File: config.mk
export PLATFORM = sky130hd
export DESIGN_NAME = ex_mem_skid
export DESIGN_NICKNAME = d
export VERILOG_FILES = /design/src/rtl/ex_mem_skid.sv
export SDC_FILE = /design/constraint.sdc
export NUM_CORES = 1
export LEC_CHECK = 0
export ABC_AREA = 1
export CORE_AREA = 2 2 116 118
export CTS_CLUSTER_DIAMETER = 200
export CTS_CLUSTER_SIZE = 28
export DETAILED_ROUTE_END_ITERATION = 12
export DIE_AREA = 0 0 118 120
export PLACE_DENSITY = 0.72
export SYNTH_ARGS = -nofsm -noshare
export SYNTH_HDL_FRONTEND = slang
export SYNTH_SLANG_ARGS = --single-unit
File: constraint.sdc
create_clock -name clk -period 1.85 [get_ports clk]
set_clock_uncertainty 0.05 [all_clocks]
set_input_delay 0.185 -clock clk [delete_from_list [all_inputs] [get_ports clk]]
set_output_delay 0.185 -clock clk [all_outputs]
set_load 0.02 [all_outputs]
File: src/rtl/ex_mem_skid.sv
// EX/MEM pipeline boundary: two-entry skid buffer carrying the ALU result and
// control fields, with overflow trapping, halt/exception drain and a retire counter.
module ex_mem_skid #(
    parameter int DW = 16
) (
    input  logic          clk,
    input  logic          rst_n,
    input  logic          flush,
    input  logic          in_valid,
    output logic          in_ready,
    input  logic [DW-1:0] alu_out,
    input  logic          alu_ofl,
    input  logic          alu_zero,
    input  logic [DW-1:0] in_store_data,
    input  logic [2:0]    in_wr_reg,
    input  logic          in_wr_en,
    input  logic          in_mem_rd,
    input  logic          in_mem_wr,
    input  logic          in_halt,
    input  logic          in_ofl_chk,
    output logic          out_valid,
    input  logic          out_ready,
    output logic [DW-1:0] out_data,
    output logic [DW-1:0] out_store_data,
    output logic [2:0]    out_wr_reg,
    output logic          out_zero,
    output logic          out_wr_en,
    output logic          out_mem_rd,
    output logic          out_mem_wr,
    output logic          out_halt,
    output logic          exc_ofl,
    output logic          halted,
    output logic [15:0]   retired,
    output logic [1:0]    dbg_state
);

    // Handshake: a transfer happens on a rising edge where valid and ready are
    // both high; valid never waits on ready, and ready here comes from flops only.

    typedef struct packed {
        logic [DW-1:0] data;
        logic [DW-1:0] store_data;
        logic [2:0]    wr_reg;
        logic          wr_en;
        logic          mem_rd;
        logic          mem_wr;
        logic          halt;
        logic          zero;
        logic          exc;
    } pkt_t;

    typedef enum logic [1:0] {
        EMPTY = 2'd0,
        ONE   = 2'd1,
        TWO   = 2'd2
    } state_t;

    state_t state, state_nxt;
    pkt_t   main_q, skid_q, in_pkt;
    logic   halted_q, halted_nxt;
    logic   accept, fire;
    logic   load_main, load_skid, main_from_skid;
    logic   main_v, skid_v;

    assign main_v    = (state != EMPTY);
    assign skid_v    = (state == TWO);
    assign in_ready  = ~skid_v & ~halted_q;
    assign out_valid = main_v;
    assign accept    = in_valid & in_ready;
    assign fire      = out_valid & out_ready;
    assign dbg_state = state;

    always_comb begin
        in_pkt            = '0;
        in_pkt.data       = alu_out;
        in_pkt.store_data = in_store_data;
        in_pkt.wr_reg     = in_wr_reg;
        in_pkt.wr_en      = in_wr_en;
        in_pkt.mem_rd     = in_mem_rd;
        in_pkt.mem_wr     = in_mem_wr;
        in_pkt.halt       = in_halt;
        in_pkt.zero       = alu_zero;
        in_pkt.exc        = in_ofl_chk & alu_ofl;
    end

    always_comb begin
        state_nxt      = state;
        load_main      = 1'b0;
        load_skid      = 1'b0;
        main_from_skid = 1'b0;
        case (state)
            EMPTY: begin
                if (accept) begin
                    load_main = 1'b1;
                    state_nxt = ONE;
                end
            end
            ONE: begin
                if (accept && fire) begin
                    load_main = 1'b1;
                end else if (accept) begin
                    load_skid = 1'b1;
                    state_nxt = TWO;
                end else if (fire) begin
                    state_nxt = EMPTY;
                end
            end
            TWO: begin
                if (fire) begin
                    main_from_skid = 1'b1;
                    state_nxt      = ONE;
                end
            end
            default: state_nxt = EMPTY;
        endcase

        halted_nxt = halted_q | (accept & (in_pkt.halt | in_pkt.exc));

        // Flush wins over everything, including the packet offered this cycle.
        if (flush) begin
            state_nxt      = EMPTY;
            load_main      = 1'b0;
            load_skid      = 1'b0;
            main_from_skid = 1'b0;
            halted_nxt     = 1'b0;
        end
    end

    always_ff @(posedge clk or negedge rst_n) begin
        if (!rst_n) begin
            state    <= EMPTY;
            main_q   <= '0;
            skid_q   <= '0;
            halted_q <= 1'b0;
        end else begin
            state    <= state_nxt;
            halted_q <= halted_nxt;
            if (load_main) begin
                main_q <= in_pkt;
            end else if (main_from_skid) begin
                main_q <= skid_q;
            end
            if (load_skid) begin
                skid_q <= in_pkt;
            end
        end
    end

    // A fire during flush still counts: memory already took that packet.
    always_ff @(posedge clk or negedge rst_n) begin
        if (!rst_n) begin
            retired <= '0;
        end else if (fire) begin
            retired <= retired + 16'd1;
        end
    end

    assign out_data       = main_q.data;
    assign out_store_data = main_q.store_data;
    assign out_wr_reg     = main_q.wr_reg;
    assign out_zero       = main_q.zero;
    assign out_wr_en      = main_q.wr_en & ~main_q.exc;
    assign out_mem_rd     = main_q.mem_rd & ~main_q.exc;
    assign out_mem_wr     = main_q.mem_wr & ~main_q.exc;
    assign out_halt       = main_q.halt;
    assign exc_ofl        = main_v & main_q.exc;
    assign halted         = halted_q;

endmodule

### Yosys cells after proc, flatten, opt, wreduce, memory -nomap -nowiden

Cells that the tools add are included.

* register bits: 101
* input port bits: 47
* output and inout port bits: 62
* logic and storage cells: 67

* add/sub/neg operators: 1
* equality and inequality tests: 6
* mux-type cells: 20
* bitwise operators: 14
* reductions and logical operators: 5

Operators with widths (number)
* $mux W41: 2
* $add A16 B1 Y16 const B: 1
* $mux W2: 6
* $mux W1: 10
* $and A1 B1 Y1: 9
* $ne A3 B3 Y1 const B: 3
* $pmux W2 S3: 1
* $ne A4 B4 Y1 const B: 1
* $reduce_and A4 Y1: 1
* $reduce_bool A2 Y1: 2
* $not A1 Y1: 3
* $eq A2 B1 Y1 const B: 1
* $eq A2 B2 Y1 const B: 1
* $logic_not A2 Y1: 1
* $or A1 B1 Y1: 2
* $pmux W1 S2: 1
* $logic_and A1 B1 Y1: 1

### Logic depth before layout (Yosys ltp)

* depth in word-level cells: 9
* gate-level depth with buffers: 8
* gate-level depth less buffers: 8

### Worst setup path after synthesis

Ideal clock, no wire load.

* path type: register to register
* start point: reg state[0] (netlist: dbg_state[0])
* end point: reg skid_q[10] in the netlist's numbering
* setup time: 130 ps
* arrival time: 1474 ps
* path slack: 196 ps
* stages on the path, launching flop included: 8
* path buffers: 2
* clock period less this slack: 1654 ps
* cell sequence: dfrtp_1 nor2_2 inv_1 nand2_2 nand2_1 buf_2 clkbuf_1 o21ai_0

* elaborated cells between the ends (all ways): 12

RTL lines
* start, declared: line 58 `state_t state, state_nxt;`
* start signal, assigned: line 136 `state <= state_nxt;`
* $reduce_bool A2 Y1: line 65 `assign main_v = (state != EMPTY);`
* net out_valid: line 21 `output logic out_valid,`
* $and A1 B1 Y1: line 70 `assign fire = out_valid & out_ready;`
* $logic_and A1 B1 Y1: line 99 `if (accept && fire) begin`
* $mux W1: line 99
* $mux W1: line 91 `case (state)`
* $mux W1: line 120 `if (flush) begin`
* end signal, assigned: line 144 `skid_q <= in_pkt;`
* end, declared: line 59 `pkt_t main_q, skid_q, in_pkt;`

The timed path passes the listed nets, and every way through them passes these cells.
A chain may end at the register's enable or synchronous reset.

### Final worst setup path

* start point: reg state[1] (netlist: dbg_state[1])
* end point: reg main_q[0] in the netlist's numbering

* cells in the longest elaborated chain, start to end: 9
* elaborated cells between the ends (all ways): 18

RTL lines
* $eq A2 B2 Y1: line 66, 91
* $not A1 Y1: line 67 `assign in_ready = ~skid_v & ~halted_q;`
* $and A1 B1 Y1: line 67
* $and A1 B1 Y1: line 69 `assign accept = in_valid & in_ready;`
* $logic_and A1 B1 Y1: line 99
* $mux W1: line 99
* $pmux W1 S2: line 91
* $mux W1: line 120
* $mux W41 / $reduce_bool A2 Y1 (equally long branches)
* end signal, assigned: line 139 `main_q <= in_pkt;`
* end signal, assigned: line 141 `main_q <= skid_q;`
* end, declared: line 59

Parallel ways exist; a longest one is shown, timed or not.

==> out/summary.txt <==
OUTCOME
-------------------------------------------------------------------------------------------------
Result of the run                                                                    complete, no violations

STA
-------------------------------------------------------------------------------------------------
Number of setup violations in the final report                                                  0
Worst slew slack as a fraction of its limit                                                 59.7%
Final-layout setup total negative slack                                                      0 ps
Transition at the pin with the smallest max-transition slack                               605 ps
Final Hold Viols                                                                                0
Max Freq                                                                                  590 MHz
Crit path time final                                                                      1700 ps
Unrepaired setup endpoints after global routing                                             false
Final number of max-transition violations                                                       0
Crit share post-route                                                                       91.6%

CTS
-------------------------------------------------------------------------------------------------
Max Root-Sink Buffers                                                                           2
Setup fix buffers added after clock tree synthesis                                              0
Total clock buffers created by CTS                                                              9
Register clock-pin slew on the reported worst setup and hold paths                          70 ps
Number of clock sinks seen by CTS                                                             101
CTS H-tree depth                                                                                3
Root Driver                                                                             clkbuf_16
Worst-skew pair later-pin latency                                                          350 ps
TritonCTS clock tree                                                                          yes

POWER AND IR DROP
-------------------------------------------------------------------------------------------------
Total power draw                                                                        0.00814 W
Power per unit of standard cell area                                                 1260 nW/um^2
Maximum ir drop on the vdd rail                                                            638 uV
P_leak                                                                                    3.26 nW

FINISH
-------------------------------------------------------------------------------------------------
Proportion of layout cells with a drive suffix above 1                                      4.88%
Number of nets in the layout                                                                  784
Number of flip-flops in the largest register                                                   41
Reg with most FFs                                                                          skid_q
Layout overhead on the synthesized area                                                     26.6%
Number of antenna cells inserted                                                                0

SETUP PATH
-------------------------------------------------------------------------------------------------
Largest fanout on the critical path                                                            82
Startpoint-to-endpoint class of the critical path                                    register to register
Startpoint of the worst register-to-register path                                    dbg_state[1]$_DFFE_PN0P_
Start point of the critical path                                                     dbg_state[1]$_DFFE_PN0P_
Kind of launch point of the worst setup path                                             register
Internal reg-to-reg setup slack                                                            150 ps
Longest individual stage delay on the worst path                                           460 ps
Worst EP required                                                                         2040 ps
Arrival time worst endpoint                                                               1890 ps
Crit. End Element                                                                        register
Crit path max-delay cell type                                                             dfrtp_2
Cell breakdown of the critical path                                                  inv_1 > nand4_1 > o21ai_4 > nand2_2 > buf_12 > nand3_1 > nand2_1

DETAILED ROUTING
-------------------------------------------------------------------------------------------------
Drt initial violations                                                                        370
Residual antenna-violating net count after detailed routing                                     0
Final WL                                                                                 11600 um
Initial DRT Pass Iterations                                                                     4
Vias after detailed routing                                                                  4281
Vias per inst                                                                                4.68
Average wire per standard cell                                                            12.7 um
Residual DRC                                                                                    0

YOSYS
-------------------------------------------------------------------------------------------------
Net count after synthesis                                                                     720
Synthesized cell area                                                                  5100 sq um
Gate Count Post-Synth                                                                         672
Number of distinct library cell variants in the gate-level netlist after synthesis             25
Number of register bits inferred by synthesis                                                 101
Yosys warning count                                                                             0
Average instance area after synthesis                                                  7.59 sq um
Sequential fraction of the synthesis area                                                   49.5%

FLOORPLAN
-------------------------------------------------------------------------------------------------
Width of the chip                                                                          118 um
Effective utilization at floorplan                                                          39.3%
Ports placed on the boundary                                                                  109
Row cnt                                                                                        42
Core footprint                                                                        13000 sq um
Die Area                                                                              14200 sq um
Vertical extent of the die                                                                 120 um

PLACEMENT
-------------------------------------------------------------------------------------------------
Estimated wirelength of the detail-placed design                                          7290 um
Port Buf Inserts                                                                              108
Global placement routability congestion                                                     0.815

GRT
-------------------------------------------------------------------------------------------------
Global-route wire length before repair                                                   19400 um
Final global-route overflow total                                                               0
Number of global-route vias before repair                                                    4097
Largest net degree at the start of global routing                                             102
Overall track demand over capacity in global routing                                        17.1%
Number of antenna violations at the first check in global routing                               0

WORST HOLD PATH
-------------------------------------------------------------------------------------------------
Min-delay worst type                                                                 input pin to async pin

FLOW RUN
-------------------------------------------------------------------------------------------------
Max capacitance violation total                                                                 0

[cell usage in the layout, fill, tap and decap left out, types with 2 or more instances in the layout]
cell type | Yosys | routed
nand4_1 | 3 | 3
xor2_1 | 4 | 4
a21oi_1 | 2 | 2
o21ai_0 | 44 | 44
nand2_2 | 2 | 3
dlymetal6s2s_1 | 0 | 3
buf_4 | 35 | 7
nand3_1 | 88 | 88
o21ai_1 | 3 | 3
dlygate4sd2_1 | 0 | 3
clkbuf_16 | 0 | 9
xnor2_1 | 7 | 7
o211ai_1 | 2 | 2
buf_12 | 0 | 7
clkdlybuf4s50_1 | 0 | 101
nand2_1 | 255 | 254
nor2_2 | 2 | 2
nor2_1 | 26 | 26
inv_1 | 57 | 57
clkinv_2 | 0 | 3
dfrtp_1 | 101 | 100
[kinds of logic (layout without fill, tap and decap cells)]
group | Yosys count | count (layout) | synth area share, %
simple gates | 378 | 378 | 30.5
buf+inv | 128 | 194 | 12.5
flops | 101 | 101 | 49.5
compound gates | 53 | 53 | 5.42
xor+xnor | 11 | 11 | 1.89
fa+ha+maj | 1 | 1 | 0.245
[routing by layer]
| metal | vias to the layer above | track usage, % | share of wire (%) |
|---|---|---|---|
| li1 | 2188 | - | - |
| met1 | 1969 | 22.0 | 46 |
| met2 | 110 | 27.8 | 47 |
| met3 | 14 | 3.85 | 5.5 |
| met4 | 0 | 7.38 | 1.8 |
| met5 | - | 0 | 0 |
[path summary, 6_finish.rpt]
kind                                       endpoint  cells after the start
min in group clk             skid_q[30]$_DFFE_PN0P_                      3
min                          skid_q[22]$_DFFE_PN0P_                      3
min reg2reg                  skid_q[38]$_DFFE_PN0P_                      2
max reg2reg                   main_q[0]$_DFFE_PN0P_                      7
max in group asynchronous  dbg_state[1]$_DFFE_PN0P_                      3
max                           main_q[0]$_DFFE_PN0P_                      7
[synth_stat cells]
cell type    n  share of area [%]
nand2_1    255                 19
dfrtp_1    101                 50
nand3_1     88                8.6
inv_1       57                4.2
o21ai_0     44                4.3
buf_4       35                5.1
nor2_1      26                1.9
buf_2       18                1.8
clkbuf_1    15                1.1
xnor2_1      7                1.2
xor2_1       4               0.69
nand4_1      3               0.37
o21ai_1      3               0.29
a21oi_1      2               0.20
nand2_2      2               0.25
nor2_2       2               0.25
o211ai_1     2               0.29
clkbuf_2     1              0.098
clkinv_1     1              0.073
ha_1         1               0.25
inv_2        1              0.073
nor3_1       1              0.098
nor3_2       1               0.20
o21ai_2      1               0.17
o31ai_1      1               0.15
[critical path: cells and delay by family (launching register included)]
family / cells / cell delay [ps]
compound gates: 1 / 240
simple gates: 4 / 470
buf+inv: 2 / 310
flops: 1 / 460
[per-stage QoR]
step / area, sq um / worst slack (ps) / utilization, % / hold WS [ps] / cells
after CTS: 6450 / 3.36 / 49.7 / 348 / 914
after global placement: 6190 / 68.4 / 47.7 / 245 / 900
final: 6460 / 155 / 49.7 / 337 / 914
after global routing: 6460 / 90.1 / 49.7 / 384 / 914
after floorplan: 5100 / 196 / - / -161 / 672
after detailed placement: 6190 / 26.8 / 47.7 / 251 / 900
[layout make-up]
type / instances / area (sq um)
timing repair buffer: 122 / 1280
inverter: 59 / 221
clock buffer: 10 / 239
tap: 176 / 220
multi-input combinational: 443 / 1960
clock inverter: 3 / 15.0
fill: 1265 / 6520
sequential: 101 / 2530
[what timing repair did]
item                                   CTS  global route
pin swaps                                0             0
hold buffers                             1             0
setup endpoints to repair                4             3
resized for setup                        4             3
endpoints found under the hold margin  101             0
[power breakdown]
part / total (W) / internal [W] / switching [W]
combinational: 0.00286 / 0.00133 / 0.00153
clock: 0.00170 / 0.000919 / 0.000784
sequential: 0.00358 / 0.00306 / 0.000519
(Power assumes the default switching activity.)
